### src/rtl/dma16.sv
// dma16: memory-to-memory copy engine. The CPU programs SRC/DST/LEN through
// four registers, then a start request parks the CPU via hold and the engine
// copies LEN words over the system bus, one read and one write per word.
`timescale 1ns/1ps
module dma16 #(
  parameter int ADDR_WIDTH = 16,
  parameter int DATA_WIDTH = 16
) (
  input  logic                  clk,
  input  logic                  reset,
  input  logic                  reg_sel,
  input  logic [1:0]            reg_addr,
  input  logic                  reg_we,
  input  logic [DATA_WIDTH-1:0] reg_din,
  output logic [DATA_WIDTH-1:0] reg_dout,
  output logic                  hold,
  input  logic                  cpu_busy,
  output logic                  bus_en,
  output logic [ADDR_WIDTH-1:0] bus_addr,
  output logic [DATA_WIDTH-1:0] bus_dout,
  input  logic [DATA_WIDTH-1:0] bus_din,
  output logic                  bus_we
);

  typedef enum logic [2:0] {
    S_IDLE,
    S_REQ,
    S_RD,
    S_RD_DATA,
    S_WR,
    S_RELEASE
  } state_t;

  state_t                state, state_next;
  logic [ADDR_WIDTH-1:0] src, dst;
  logic [DATA_WIDTH-1:0] len, data;
  logic                  done, abort_q;
  logic                  reg_wr, start_wr, abort_wr, active;

  assign reg_wr   = reg_sel & reg_we;
  assign start_wr = reg_wr && (reg_addr == 2'd3) && reg_din[0];
  assign abort_wr = reg_wr && (reg_addr == 2'd3) && reg_din[1];
  assign active   = (state != S_IDLE);

  // Register readback; SRC/DST/LEN are the live counters
  always_comb begin
    reg_dout = '0;
    case (reg_addr)
      2'd0:    reg_dout = DATA_WIDTH'(src);
      2'd1:    reg_dout = DATA_WIDTH'(dst);
      2'd2:    reg_dout = len;
      default: reg_dout = {{(DATA_WIDTH-2){1'b0}}, done, active};
    endcase
  end

  // Next-state and bus outputs, decoded from the current state
  always_comb begin
    state_next = state;
    hold       = 1'b0;
    bus_en     = 1'b0;
    bus_we     = 1'b0;
    bus_addr   = '0;
    bus_dout   = '0;
    case (state)
      S_IDLE: begin
        if (start_wr && (len != '0)) state_next = S_REQ;
      end
      S_REQ: begin
        hold = 1'b1;
        if (abort_q)       state_next = S_RELEASE;
        else if (!cpu_busy) state_next = S_RD;
      end
      S_RD: begin
        hold = 1'b1;
        // A pending abort is honoured here, before any bus cycle of a new word
        if (abort_q) begin
          state_next = S_RELEASE;
        end else begin
          bus_en     = 1'b1;
          bus_addr   = src;
          state_next = S_RD_DATA;
        end
      end
      S_RD_DATA: begin
        hold       = 1'b1;
        bus_en     = 1'b1;
        bus_addr   = src;
        state_next = S_WR;
      end
      S_WR: begin
        hold       = 1'b1;
        bus_en     = 1'b1;
        bus_we     = 1'b1;
        bus_addr   = dst;
        bus_dout   = data;
        state_next = (len == DATA_WIDTH'(1)) ? S_RELEASE : S_RD;
      end
      S_RELEASE: begin
        state_next = S_IDLE;
      end
      default: state_next = S_IDLE;
    endcase
  end

  // State register, programming registers, counters and the abort latch
  always_ff @(posedge clk) begin
    if (reset) begin
      state   <= S_IDLE;
      src     <= '0;
      dst     <= '0;
      len     <= '0;
      data    <= '0;
      done    <= 1'b0;
      abort_q <= 1'b0;
    end else begin
      state <= state_next;
      case (state)
        S_IDLE: begin
          if (reg_wr) begin
            case (reg_addr)
              2'd0:    src <= ADDR_WIDTH'(reg_din);
              2'd1:    dst <= ADDR_WIDTH'(reg_din);
              2'd2:    len <= reg_din;
              default: ;
            endcase
          end
          // A zero-length start completes at once without requesting the bus
          if (start_wr) done <= (len == '0);
        end
        S_RD_DATA: data <= bus_din;
        S_WR: begin
          src <= src + ADDR_WIDTH'(1);
          dst <= dst + ADDR_WIDTH'(1);
          len <= len - DATA_WIDTH'(1);
        end
        S_RELEASE: done <= 1'b1;
        default: ;
      endcase
      if (state_next == S_IDLE)
        abort_q <= 1'b0;
      else if (abort_wr && (state != S_IDLE))
        abort_q <= 1'b1;
    end
  end

endmodule

### config.mk
export PLATFORM = sky130hd
export DESIGN_NAME = dma16
export DESIGN_NICKNAME = d
export VERILOG_FILES = /design/src/rtl/dma16.sv
export SDC_FILE = /design/constraint.sdc
export NUM_CORES = 1
export LEC_CHECK = 0
export ABC_AREA = 1
export CAP_MARGIN = 40
export CORE_UTILIZATION = 48
export DETAILED_ROUTE_END_ITERATION = 7
export PLACE_DENSITY = 0.82
export SLEW_MARGIN = 20
export SYNTH_ARGS = -nofsm -noshare
export SYNTH_HDL_FRONTEND = slang
export SYNTH_SLANG_ARGS = --single-unit
### constraint.sdc
create_clock -name clk -period 2.1 [get_ports clk]
set_input_delay 0.525 -clock clk [delete_from_list [all_inputs] [get_ports clk]]
set_output_delay 0.525 -clock clk [all_outputs]
set_load 0.1 [all_outputs]
==> impl_metrics.json, run 1 <==
{
  "hold_end": "data[7]",
  "cts_made_buffers": 9,
  "worstMarginPinSlew_ps": 535,
  "path_cells": "inv_4 -> nor2_4 -> nand2_4 -> nor2_4 -> nor2_4 -> buf_12 -> o22ai_4 -> buf_12",
  "drive_above_1_share": 0.239,
  "grt_usage": 0.376,
  "coreArea_um2": 9150,
  "reg2regPathDepth": 11,
  "whs_path_depth": 2,
  "drt-total-wl_mm": 18.9,
  "fin_crit_ps": 2250,
  "routed-via-count": 6172,
  "critPathKind": "reg2out",
  "die_x_um": 99.0,
  "clk_pin_slew_worst_paths_ps": 90,
  "tns_ps": -3600,
  "synth_cell_types": 27,
  "slew_violations": 0,
  "synth_seq_cells": 69,
  "cts_buffer_depth": 2,
  "swShare": 0.328,
  "die_y_um": 99.0,
  "clk_latency_ps": 370,
  "internal_power_uw": 2290,
  "hold_slack_ps": 518,
  "place.gp.congestion": 0.937,
  "start_util": 0.493,
  "setup_slack_ps": -152,
  "start_kind": "register",
  "rr_endpoint": "dst[2]",
  "ys_warn_count": 0,
  "clock-root-buffer": "clkbuf_8",
  "drtAntennaViolNets": 0,
  "clock_skew_ps": 14.5,
  "grt_pass1_vias": 5623,
  "synth_cells": 749,
  "pwr-share-seq": 0.409,
  "r2r-start": "state[0]",
  "dpl.hpwl_mm": 12.5,
  "status": "finished, violations left",
  "ctsHoldBuffers": 0,
  "portBuffers": 89,
  "crit_arrival_ps": 1730,
  "fin_crit_sh": 1.07,
  "maxCapViolations": 0,
  "grt_pass1_wl_mm": 28.8,
  "crit_fanout": 7,
  "hold_path_class": "reg2reg",
  "seq_area_frac_synth": 0.306,
  "r2r_slack_ps": 0,
  "dp_slack_ps": -566,
  "diodes": 0,
  "power_switching_uw": 1120,
  "synth_area_um2": 4510,
  "viasPerCell": 6.25,
  "crit_top_cell": "nor2_4",
  "hold_violations": 0,
  "drtPass1Iterations": 6,
  "wire_per_inst_um": 19.2,
  "h-tree-depth": 3,
  "areaGrowthSynthToFinish_pct": 66.5,
  "total_power_uw": 3400,
  "crit_slowest_cell": "dfxtp_2",
  "drt-initial-drc-count": 1000,
  "dieArea_um2": 9790,
  "syn_area_per_cell_um2": 6.02,
  "max_freq_mhz": 444,
  "violations": "setup timing",
  "num_io_pins": 90,
  "min_from": "data[7]",
  "grt_max_degree": 48,
  "synth_fp_nets": 793,
  "cts_tree": "yes",
  "gr-total-overflow": 0,
  "power_frac_clock": 0.385,
  "p_leak_uw": 0.00278,
  "grt_setup_unrepaired": "yes",
  "fin_nets": 915,
  "end_kind": "output pin",
  "p_per_area_nw_per_um2": 453,
  "vdd_drop_max_v": 0.000336,
  "route.detailed.drc": 0,
  "setup_viol": 35,
  "critical_path_required_ps": 1570,
  "slew_headroom": 0.642,
  "std_cell_rows": 35,
  "pwr-share-comb": 0.206,
  "antenna_found_initial": 0,
  "cpPeakStageDelay_ps": 360,
  "clock_sinks": 69
}
## layer usage
layer	routed length [um]	track usage
met1	6810	0.471
met2	8980	0.625
met3	2280	0.0830
met4	871	0.157
met5	0	0
## cell type report
type                            count  area, um^2
Sequential cell                    69        1390
Timing Repair Buffer              142        2010
Clock inverter                      7         103
Timing Repair inverter              1        7.51
Inverter                          103         405
Clock buffer                        9         124
Fill cell                         516        1640
Multi-Input combinational cell    545        3330
Tap cell                          111         139
## cell families after synthesis
kind of cell    share of synthesized area
simple gates                        0.303
compound gates                      0.255
fa+ha+maj                          0.0139
xor+xnor                          0.00388
buf+inv                             0.118
flops                               0.306
## worst max path at each step
stage | from | end | slack (ps) | cells past startpoint
detailed placement | reg_addr[1] | reg_dout[1] | -570 | 7
floorplan | state[0] | hold | -120 | 5
CTS | state[0] | bus_addr[9] | -140 | 6
global route | state[1] | bus_addr[9] | -190 | 7
global placement | reg_addr[1] | reg_dout[1] | -500 | 7
finish | state[1] | bus_addr[9] | -150 | 8
## synthesized netlist by cell type
cell / instances / area, um^2
nand3_1: 51 / 255
buf_2: 17 / 85.1
o22ai_1: 13 / 81.3
nor2_2: 2 / 12.5
buf_4: 1 / 7.51
nor2_1: 119 / 447
dfxtp_1: 69 / 1380
o21a_1: 2 / 15.0
nand3b_1: 2 / 15.0
a21oi_1: 62 / 310
xor2_1: 2 / 17.5
nor3_1: 4 / 20.0
o2111ai_1: 2 / 17.5
o21ai_0: 93 / 465
inv_1: 97 / 364
nand4_1: 11 / 68.8
o221ai_1: 14 / 123
nand2_1: 140 / 526
a21oi_4: 1 / 16.3
buf_1: 1 / 3.75
a21oi_2: 2 / 17.5
ha_1: 5 / 62.6
a31oi_1: 17 / 106
clkbuf_1: 13 / 48.8
nor3_2: 1 / 10.0
nand2_2: 2 / 12.5
inv_2: 6 / 22.5
## worst max-delay path: cells and delay by family, from the launching register on
kind	cells	cell delay, ps
buffers and inverters	3	420
AND/OR/NAND/NOR	4	420
flip-flops	1	360
AO/OA/AOI/OAI	1	130
## through the flow
step	cells	cell area (um^2)	utilization
floorplan	749	5220	-
global placement	950	6880	0.751
detailed placement	951	6900	0.754
CTS	984	7440	0.813
global route	987	7510	0.821
finish	987	7510	0.821
## registers in the layout, summed over array words and instances, names as in the netlist
| register | count |
|---|---|
| len | 16 |
| abort_q | 1 |
| data | 16 |
| done | 1 |
| dst | 16 |
| state | 3 |
| src | 16 |
## power groups by stage
stage | clock (uW) | combinational [uW] | sequential [uW]
floorplan | 0 | 417 | 1400
global placement | 0 | 630 | 1420
detailed placement | 0 | 648 | 1420
CTS | 1300 | 668 | 1390
global route | 1350 | 738 | 1400
finish | 1310 | 701 | 1390
## repair_timing
| item | CTS | global route |
|---|---|---|
| buffers inserted | 13 | 5 |
| resized for setup | 47 | 10 |
| pin swaps | 16 | 7 |
| cloned | 4 | 0 |
| endpoints found under the setup margin | 50 | 43 |
## cell usage in the layout (no fill, tap or decap), drive strengths merged
| cell | count |
|---|---|
| nand3b | 2 |
| bufinv | 2 |
| nand3 | 51 |
| clkdlybuf4s50 | 36 |
| buf | 105 |
| bufbuf | 1 |
| inv | 106 |
| xor2 | 2 |
| nand4 | 11 |
| nor2 | 121 |
| dfxtp | 69 |
| clkinvlp | 3 |
| o22ai | 13 |
| a31oi | 17 |
| o221ai | 14 |
| ha | 5 |
| a21oi | 65 |
| clkbuf | 9 |
| o21ai | 93 |
| nand2 | 142 |
| nor3 | 5 |
| o21a | 2 |
| o2111ai | 2 |
Power figures use the tool's default switching activity.
==> run 2, diff against run 1 <==
--- a/config.mk
+++ b/config.mk
@@ -10,7 +10,8 @@
 export CORE_UTILIZATION = 48
 export DETAILED_ROUTE_END_ITERATION = 7
 export PLACE_DENSITY = 0.82
-export SLEW_MARGIN = 20
+export REMOVE_ABC_BUFFERS = 1
+export SLEW_MARGIN = 30
 export SYNTH_ARGS = -nofsm -noshare
 export SYNTH_HDL_FRONTEND = slang
 export SYNTH_SLANG_ARGS = --single-unit
==> impl_metrics.json, run 2 (synthesis gave the netlist of run 1 again) <==
{
  "routed-via-count": 6149,
  "p_leak_uw": 0.00276,
  "fin_nets": 913,
  "dpl-instance-area_um2": 6190,
  "ctsHoldBuffers": 0,
  "route.detailed.drc": 0,
  "die_x_um": 99.0,
  "crit_arrival_ps": 1730,
  "final_common_cell": "nand2_1",
  "setup_slack_ps": -156,
  "portBuffers": 89,
  "worstMarginPinSlew_ps": 526,
  "hold_slack_ps": 514,
  "grt_usage": 0.364,
  "num_io_pins": 90,
  "clock_sinks": 69,
  "die_y_um": 99.0,
  "crit_fanout": 6,
  "slew_headroom": 0.648,
  "rr_endpoint": "dst[7]",
  "layout_common_cells": "nand2_1 (136), nor2_1 (99), inv_1 (92)",
  "cts_made_buffers": 9,
  "slew_violations": 0,
  "gr-total-overflow": 0,
  "dp_slack_ps": -443,
  "start_kind": "register",
  "drt-initial-drc-count": 800,
  "critPathKind": "reg2out",
  "fill_cells": 544,
  "grt_pass1_wl_mm": 27.8,
  "grt_setup_unrepaired": "yes",
  "coreArea_um2": 9150,
  "status": "finished, violations left",
  "hold_violations": 0,
  "final-instance-count-excl-fill": 984,
  "cts_tree": "yes",
  "reg2regPathDepth": 13,
  "h-tree-depth": 3,
  "maxCapViolations": 0,
  "clock_skew_ps": 14.9,
  "r2r-start": "state[0]",
  "critical_path_required_ps": 1570,
  "fin_crit_ps": 2260,
  "wire_per_inst_um": 19.7,
  "dpl.hpwl_mm": 11.2,
  "drt-total-wl_mm": 19.3,
  "std_cell_rows": 35,
  "clk_pin_slew_worst_paths_ps": 80,
  "setup_viol": 37,
  "crit_start": "state[0]",
  "crit_end": "bus_addr[9]",
  "clock-root-buffer": "clkbuf_8",
  "vdd_drop_max_v": 0.000378,
  "final_cell_area_um2": 7410,
  "max_freq_mhz": 443,
  "hold_path_class": "reg2reg",
  "r2r_slack_ps": 80,
  "grt_pass1_vias": 5662,
  "drtAntennaViolNets": 0,
  "violations": "setup timing",
  "diodes": 0,
  "viasPerCell": 6.25,
  "drtPass1Iterations": 8,
  "drive_above_1_share": 0.230,
  "place.gp.congestion": 0.957,
  "areaGrowthSynthToFinish_pct": 64.1,
  "grt_max_degree": 64,
  "dpl.cell_count": 948,
  "p_per_area_nw_per_um2": 430,
  "fin_crit_sh": 1.07,
  "cts_buffer_depth": 2,
  "end_kind": "output pin",
  "dieArea_um2": 9790,
  "clk_latency_ps": 360,
  "antenna_found_initial": 0,
  "start_util": 0.493
}
[run 2: changes by cell type in the layout (fill, tap and decap cells not counted), sizes merged]
cell      delta
clkinv       +4
bufinv       -1
buf          -5
clkinvlp     -1
inv          -4
clkbuf       +4
[run 2: metrics by stage]
stage | TNS [ps] | power, uW | util
2_1_floorplan | -55150 | 1740 | -
3_3_place_gp | -10390 | 1980 | 0.676
3_5_place_dp | -13160 | 1990 | 0.676
4_1_cts | -2680 | 3120 | 0.783
5_1_grt | -4940 | 3270 | 0.809
6_report | -3120 | 3190 | 0.809
[run 2: worst min-delay path by stage]
stage,start,depth (start not counted),slack (ps),end
floorplan,data[0],2,430,data[0]
global placement,data[14],2,440,data[14]
detailed placement,data[0],2,450,data[0]
CTS,data[0],2,470,data[0]
global route,data[15],2,540,data[15]
finish,data[4],2,510,data[4]
[run 2: critical path, stage by stage, from the launching register on]
cell     delay (ps)
dfxtp_2         340
buf_6           120
nor2_4          140
nand2_4         150
buf_4           230
o22ai_4         200
buf_12          200
[run 2: timing repair]
item,CTS,global route
gates resized for setup,128,38
buffers inserted,12,7
cloned,3,2
endpoints found under the setup margin,51,47
pin swaps,12,9
[run 2: power breakdown]
part / internal (uW) / switching, uW / total [uW]
combinational: 262 / 435 / 697
clock: 542 / 556 / 1100
sequential: 1340 / 47.6 / 1390
[run 2: cell type report]
cell class | instances | area (um^2) | share of cell area
Clock buffer | 9 | 124 | 0.0167
Clock inverter | 6 | 65.1 | 0.00879
Inverter | 103 | 403 | 0.0544
Multi-Input combinational cell | 545 | 3260 | 0.440
Sequential cell | 69 | 1390 | 0.187
Tap cell | 111 | 139 | 0.0188
Timing Repair Buffer | 141 | 2030 | 0.275
[run 2: metal layers]
| layer | wire length (um) | GRT usage |
|---|---|---|
| met1 | 6880 | 0.436 |
| met2 | 9110 | 0.604 |
| met3 | 2240 | 0.0794 |
| met4 | 1100 | 0.201 |
| met5 | 0 | 0 |
